### src/rtl/fetch_ctrl.sv
// Fetch-stage sequencer: owns the F-stage PC and runs a req/rdy handshake to instruction memory.
// It applies D-stage redirects with delay-slot semantics and uses a one-entry skid buffer under stall.
module fetch_ctrl #(
    parameter logic [31:0] RESET_PC = 32'h0000_3000
) (
    input  logic        clk,
    input  logic        reset,
    input  logic        stall,
    input  logic        redir_valid,
    input  logic [31:0] redir_target,
    output logic        imem_req,
    output logic [31:0] imem_addr,
    input  logic        imem_rdy,
    input  logic [31:0] imem_rdata,
    output logic        if_valid,
    output logic [31:0] if_pc,
    output logic [31:0] if_instr,
    output logic [31:0] if_pc8
);

    logic [31:0] pc_q, pc_d;
    logic        req_q, req_d;
    logic [31:0] addr_q, addr_d;
    logic        out_valid_q, out_valid_d;
    logic [31:0] out_pc_q, out_pc_d;
    logic [31:0] out_instr_q, out_instr_d;
    logic        skid_valid_q, skid_valid_d;
    logic [31:0] skid_pc_q, skid_pc_d;
    logic [31:0] skid_instr_q, skid_instr_d;
    logic        pend_valid_q, pend_valid_d;
    logic [31:0] pend_target_q, pend_target_d;
    logic        discard_q, discard_d;

    logic        consume;
    logic        complete;
    logic        accept;
    logic        flush;
    logic        keep_data;
    logic [31:0] pc_redir;
    logic        pend_valid_redir;
    logic [31:0] pend_target_redir;

    always_comb begin
        consume   = out_valid_q && !stall;
        complete  = req_q && imem_rdy;
        accept    = redir_valid && !stall;
        // Redirect with a valid output: that output is the delay slot, everything younger dies.
        flush     = accept && out_valid_q;
        keep_data = complete && !discard_q && !flush;

        pc_redir          = pc_q;
        pend_valid_redir  = pend_valid_q;
        pend_target_redir = pend_target_q;
        if (accept) begin
            if (out_valid_q) begin
                pc_redir         = redir_target;
                pend_valid_redir = 1'b0;
            end else if (req_q && !discard_q) begin
                // The live outstanding request is the delay slot itself.
                pc_redir = redir_target;
            end else begin
                pend_valid_redir  = 1'b1;
                pend_target_redir = redir_target;
            end
        end

        out_valid_d  = out_valid_q;
        out_pc_d     = out_pc_q;
        out_instr_d  = out_instr_q;
        skid_valid_d = skid_valid_q;
        skid_pc_d    = skid_pc_q;
        skid_instr_d = skid_instr_q;
        if (flush) begin
            skid_valid_d = 1'b0;
        end
        if (consume) begin
            if (skid_valid_d) begin
                out_valid_d  = 1'b1;
                out_pc_d     = skid_pc_q;
                out_instr_d  = skid_instr_q;
                skid_valid_d = 1'b0;
            end else if (keep_data) begin
                out_valid_d = 1'b1;
                out_pc_d    = addr_q;
                out_instr_d = imem_rdata;
            end else begin
                out_valid_d = 1'b0;
            end
        end else if (keep_data) begin
            if (!out_valid_q) begin
                out_valid_d = 1'b1;
                out_pc_d    = addr_q;
                out_instr_d = imem_rdata;
            end else begin
                skid_valid_d = 1'b1;
                skid_pc_d    = addr_q;
                skid_instr_d = imem_rdata;
            end
        end

        discard_d = discard_q;
        if (complete) begin
            discard_d = 1'b0;
        end
        if (flush && req_q && !complete) begin
            discard_d = 1'b1;
        end

        req_d         = req_q;
        addr_d        = addr_q;
        pc_d          = pc_redir;
        pend_valid_d  = pend_valid_redir;
        pend_target_d = pend_target_redir;
        if (!req_q || complete) begin
            if (!skid_valid_d) begin
                req_d  = 1'b1;
                addr_d = pc_redir;
                if (pend_valid_redir) begin
                    // This launch is the delay slot; the one after it goes to the target.
                    pc_d         = pend_target_redir;
                    pend_valid_d = 1'b0;
                end else begin
                    pc_d = pc_redir + 32'd4;
                end
            end else begin
                req_d = 1'b0;
            end
        end
    end

    always_ff @(posedge clk) begin
        if (reset) begin
            pc_q          <= RESET_PC;
            req_q         <= 1'b0;
            addr_q        <= 32'd0;
            out_valid_q   <= 1'b0;
            out_pc_q      <= 32'd0;
            out_instr_q   <= 32'd0;
            skid_valid_q  <= 1'b0;
            skid_pc_q     <= 32'd0;
            skid_instr_q  <= 32'd0;
            pend_valid_q  <= 1'b0;
            pend_target_q <= 32'd0;
            discard_q     <= 1'b0;
        end else begin
            pc_q          <= pc_d;
            req_q         <= req_d;
            addr_q        <= addr_d;
            out_valid_q   <= out_valid_d;
            out_pc_q      <= out_pc_d;
            out_instr_q   <= out_instr_d;
            skid_valid_q  <= skid_valid_d;
            skid_pc_q     <= skid_pc_d;
            skid_instr_q  <= skid_instr_d;
            pend_valid_q  <= pend_valid_d;
            pend_target_q <= pend_target_d;
            discard_q     <= discard_d;
        end
    end

    assign imem_req  = req_q;
    assign imem_addr = addr_q;
    assign if_valid  = out_valid_q;
    assign if_pc     = out_pc_q;
    assign if_instr  = out_instr_q;
    assign if_pc8    = out_pc_q + 32'd8;

endmodule

### config.mk
export PLATFORM = sky130hd
export DESIGN_NAME = fetch_ctrl
export DESIGN_NICKNAME = d
export VERILOG_FILES = /design/src/rtl/fetch_ctrl.sv
export SDC_FILE = /design/constraint.sdc
export NUM_CORES = 1
export LEC_CHECK = 0
export CORE_MARGIN = 10
export CORE_UTILIZATION = 56
export CTS_BUF_LIST = sky130_fd_sc_hd__clkbuf_16
export DETAILED_ROUTE_END_ITERATION = 16
export PLACE_DENSITY_LB_ADDON = 0.05
export SETUP_SLACK_MARGIN = 0.4
export SLEW_MARGIN = 20
export SYNTH_ARGS = -nofsm -noshare
export SYNTH_HDL_FRONTEND = slang
export SYNTH_SLANG_ARGS = --single-unit
### constraint.sdc
create_clock -name clk -period 6.35 [get_ports clk]
set_clock_uncertainty 0.15 [all_clocks]
set_input_delay 1.905 -clock clk [delete_from_list [all_inputs] [get_ports clk]]
set_output_delay 1.905 -clock clk [all_outputs]
set_load 0.01 [all_outputs]
* Yosys cells after proc, flatten, opt, wreduce, memory -nomap -nowiden
Cells that the tools add are included.
** Cells by class
- $add $sub $neg :: 2
- Multipliers :: 0
- Divide/modulo/power cells :: 0
- $lt $le $gt $ge :: 0
- Equality and inequality tests :: 1
- Shift operators :: 0
- Mux-type cells :: 35
- Bitwise logic cells :: 2
- Reductions and logical operators :: 21
** Operators with widths (count)
- $mux W32 :: 19
- $add A32 B3 Y32 const B :: 1
- $add A32 B4 Y32 const B :: 1
- $mux W1 :: 16
- $logic_and A1 B1 Y1 :: 9
- $reduce_and A3 Y1 :: 2
- $reduce_bool A2 Y1 :: 3
- $logic_not A1 Y1 :: 5
- $ne A2 B1 Y1 const B :: 1
- $not A1 Y1 :: 2
- $reduce_and A2 Y1 :: 1
- $logic_or A1 B1 Y1 :: 1
** Word-level totals
- Flip-flop bits (word level) :: 229
- Latch bits :: 0
- Bits in writable memories :: 0
- Bits in read-only memories :: 0
- Output and inout bits :: 130
- Logic and storage cells :: 73
- Memories :: 0

* Longest topological paths before layout
- Depth in word-level cells :: 9
- Gate-level depth with buffers :: 14
- Depth with buffers taken out :: 9

* Worst setup path after synthesis
Ideal clock, no wire load.
- Kind :: in2reg
- Start point :: input port stall
- End point :: register pc_q[20]
- Setup time :: 0.057 ns
- Data arrival time :: 4.185 ns
- Required time :: 6.143 ns
- Slack :: 1.958 ns
- Stages on the path :: 13
- Path buffers :: 4
- Path through :: buf_6 -> nand2b_4 -> a21oi_2 -> buf_4 -> buf_4 -> buf_4 -> nand2_1 -> nand2_1 -> ha_1 -> o21ai_2 -> or4_1 -> a31oi_1 -> a21o_1
** On the way
- Elaborated cells between the ends (all ways) :: 17
- Classes of those cells :: 1 x add/sub; 10 x mux; 6 x reduce/logical
** RTL lines
- start: declaration :: RTL line 8 : input logic stall,
- $logic_not A1 Y1 :: RTL line 46 : accept = redir_valid && !stall;
- $logic_and A1 B1 Y1 :: RTL line 46
- $mux W32 :: RTL line 54 : if (accept) begin
- net pc_redir[3] :: RTL line 39 : logic [31:0] pc_redir;
- $add A32 B3 Y32 :: RTL line 123 : pc_d = pc_redir + 32'd4;
- $mux W32 :: RTL line 118 : if (pend_valid_redir) begin
- $mux W32 :: RTL line 115 : if (!skid_valid_d) begin
- $mux W32 :: RTL line 114 : if (!req_q || complete) begin
- end signal: assignment :: RTL line 146 : pc_q <= pc_d;
- end: declaration :: RTL line 21 : logic [31:0] pc_q, pc_d;
The timed path passes the listed nets, and every way through them passes these cells.
A chain may end at the register's enable or synchronous reset.

* Final worst setup path
- Start point :: register out_pc_q[3] (netlist: if_pc[3])
- End point :: output port if_pc8[31]
** On the way
- Cells in the longest elaborated chain, start to end :: 1
** RTL lines
- start: declaration :: RTL line 25 : logic [31:0] out_pc_q, out_pc_d;
- start signal: assignment :: RTL line 150 : out_pc_q <= out_pc_d;
- $add A32 B4 Y32 :: RTL line 166 : assign if_pc8 = out_pc_q + 32'd8;
- end: declaration :: RTL line 18 : output logic [31:0] if_pc8
No other way between the ends.

==> run summary <==
status: finished clean
Placed Cells: 1668
Reg power frac: 0.460
# diodes: 0
HPWL after DPL: 20.8 mm
initial core utilization: 0.572
Tightest Pin Transition: 1110 ps
Clk pwr share: 0.381
drt total wl: 30.2 mm
#FFs+latches synth: 229
Total Nets Final: 1505
setup slack, reg-to-reg: 2880 ps
Post-Layout Cell Count: 1712
setup violators final: 0
final critical-path share of the clock period: 0.785
layout cell share with drive strength beyond 1: 0.0592
Avg Vias per Cell: 5.70
CTS clock-pin slew for the worst setup and hold paths: 60 ps
Slew HR: 0.260
syn nets: 1361
final-report max-slew violation count: 0
internal power: 2520 µW
Overall Global Routing Usage: 0.228
Worst setup EP type: output pin
critical path class: register to output pin
syn avg cell area: 8.35 µm²
Worst setup SP type: register
synthesized area: 10800 µm²
Synth Flop Type: dfxtp_1
cts repair resizes: 0
vias in the first global route: 8950
Worst VDD drop: 0.233 mV
post-CTS setup buffer count: 0
DRT antenna net count: 0
Fmax: 0.201 GHz
Inserted Clock Buffers: 24
crit-path max FO: 7
maximum number of pins on one net before global-route repair: 129
PwrDens: 255 nW/µm²
Worst EP required: 4300 ps
fill count: 1545
initial antenna violation count: 0
DRC viols: 0
setup TNS: 0 ps
cts hold-fix bufs: 0
IO Pins: 199
switching pwr: 928 µW
Clock Tree Root: clkbuf_16
clock buffer depth: 3
cell count after synthesis: 1290
Sw Ratio: 0.269
minimum clock period: 4990 ps
area of the core: 18800 µm²
Wirelength per Cell: 17.6 µm
Async SR Flop Fraction: 0
min-delay worst type: register to register
Crit path arrival time: 2930 ps
chip height: 159 µm
number of distinct library cells after synthesis: 69
1st-pass router iterations: 8
Ys Warns: 0
sequential fraction of the synthesis area: 0.426
Comb power frac: 0.159
final hold violations: 0
unrepaired setup endpoints after global routing: false
maxcap violations: 0
die width: 159 µm
Die ar.: 25200 µm²
GP Congestion: 0.955
later-pin clock latency in the skew report: 510 ps
Area Overhead vs Synth: 25.6%
DR vias: 9752
first-pass GRT wire length: 47.4 mm
clock sink count: 229
I/O Buffers: 198
Iter 0 DRT Violations: 756
grt total ovfl: 0
row count: 50
EDFF count, synth: 0
CTS tree: built
LEAKAGE: 0.00465 µW
H-tree depth: 1
final timing paths:
kind / startpoint / end / cells past startpoint
worst max register to register: if_valid / pc_q[26] / 8
worst min-delay path: skid_instr_q[21] / skid_instr_q[21] / 2
worst min register to register: skid_instr_q[21] / skid_instr_q[21] / 2
worst max-delay path: if_pc[3] / if_pc8[31] / 8
worst max-delay path, stage by stage (launching register included):
cell             delay, ps
dfxtp_1                430
ha_1                   240
nand3_1                210
nor3_1                 290
buf_4                  190
nand2_1                 60
nor2_1                 250
xor2_1                 170
clkdlybuf4s50_1        570
per-stage QoR:
step                      total power, µW  instance area, µm²   util  hold slack [ps]  worst slack [ps]
after floorplan                      1900               10800      -              286              1960
after global placement               2150               12800  0.679              291              1390
after detailed placement             2160               12800  0.679              296              1270
after CTS                            3470               13500  0.718              304              1340
after global routing                 3590               13500  0.718              317              1180
final                                3450               13500  0.718              303              1360
Yosys cell counts (all sizes together), types with 3 or more instances:
cell	number	share of area
nand3	45	0.021
a22oi	5	0.0040
clkbuf	48	0.018
and4	3	0.0024
nand2	208	0.073
nor2	175	0.061
o22a	6	0.0049
nor2b	3	0.0031
a21oi	111	0.052
o21ai	30	0.015
a211oi	86	0.060
nor4	6	0.0046
nand4	7	0.0041
inv	4	0.0014
and3	16	0.0098
mux2	7	0.0073
nor3	29	0.015
o211ai	4	0.0045
xor2	9	0.0073
mux2i	127	0.12
dfxtp	229	0.43
a311oi	3	0.0024
xnor2	19	0.015
o22ai	10	0.0058
nand2b	8	0.0053
buf	50	0.027
o2111ai	3	0.0024
o21a	3	0.0021
a31oi	9	0.0052
layer usage:
metal	track usage	share of wire
met1	0.311	0.45
met2	0.360	0.45
met3	0.0448	0.086
met4	0.0609	0.020
met5	0	0
cells by family after synthesis:
family	share of synthesized area
xor+xnor	0.0228
compound gates	0.170
flops	0.426
mux	0.125
fa+ha+maj	0.00232
buf+inv	0.0457
simple gates	0.208
cell type report:
cell class,count,area [µm²],share of cell area
clock buffer,25,626,0.0463
clock inverter,19,108,0.00796
inverter,4,15.0,0.00111
multi-input combinational,959,5720,0.423
sequential,229,4580,0.339
tap,260,325,0.0241
timing repair buffer,216,2140,0.158
power groups by stage:
stage          sequential [µW]  combinational, µW  clock (µW)
2_1_floorplan             1620                278           0
3_3_place_gp              1620                539           0
3_5_place_dp              1620                546           0
4_1_cts                   1590                550        1330
5_1_grt                   1600                595        1400
6_report                  1590                549        1310
cell usage in the layout, fill, tap and decap left out, types with 3 or more instances in the layout:
| master | n |
|---|---|
| nand2b_1 | 7 |
| o21a_1 | 3 |
| mux2_2 | 6 |
| dfxtp_1 | 229 |
| nor3_1 | 26 |
| xor2_1 | 9 |
| o21ai_0 | 27 |
| inv_1 | 8 |
| clkbuf_16 | 25 |
| xnor2_1 | 19 |
| mux2i_1 | 127 |
| a22oi_1 | 4 |
| a311oi_1 | 3 |
| clkinv_1 | 6 |
| and4_1 | 3 |
| nand4_1 | 7 |
| clkinv_2 | 8 |
| clkdlybuf4s50_1 | 197 |
| o22ai_1 | 10 |
| o22a_1 | 6 |
| nor4_1 | 4 |
| nand3_1 | 43 |
| a211oi_1 | 86 |
| and3_1 | 14 |
| buf_4 | 16 |
| o2111ai_1 | 3 |
| a21oi_1 | 109 |
| nand2_1 | 208 |
| a31oi_1 | 9 |
| nor2_1 | 174 |
sequential cells by signal (all words and copies together), names as in the netlist:
signal,cells
if_valid,1
skid_pc_q,32
skid_instr_q,32
skid_valid_q,1
imem_req,1
pc_q,32
pend_target_q,32
discard_q,1
if_instr,32
imem_addr,32
pend_valid_q,1
if_pc,32
(Power assumes the default switching activity.)
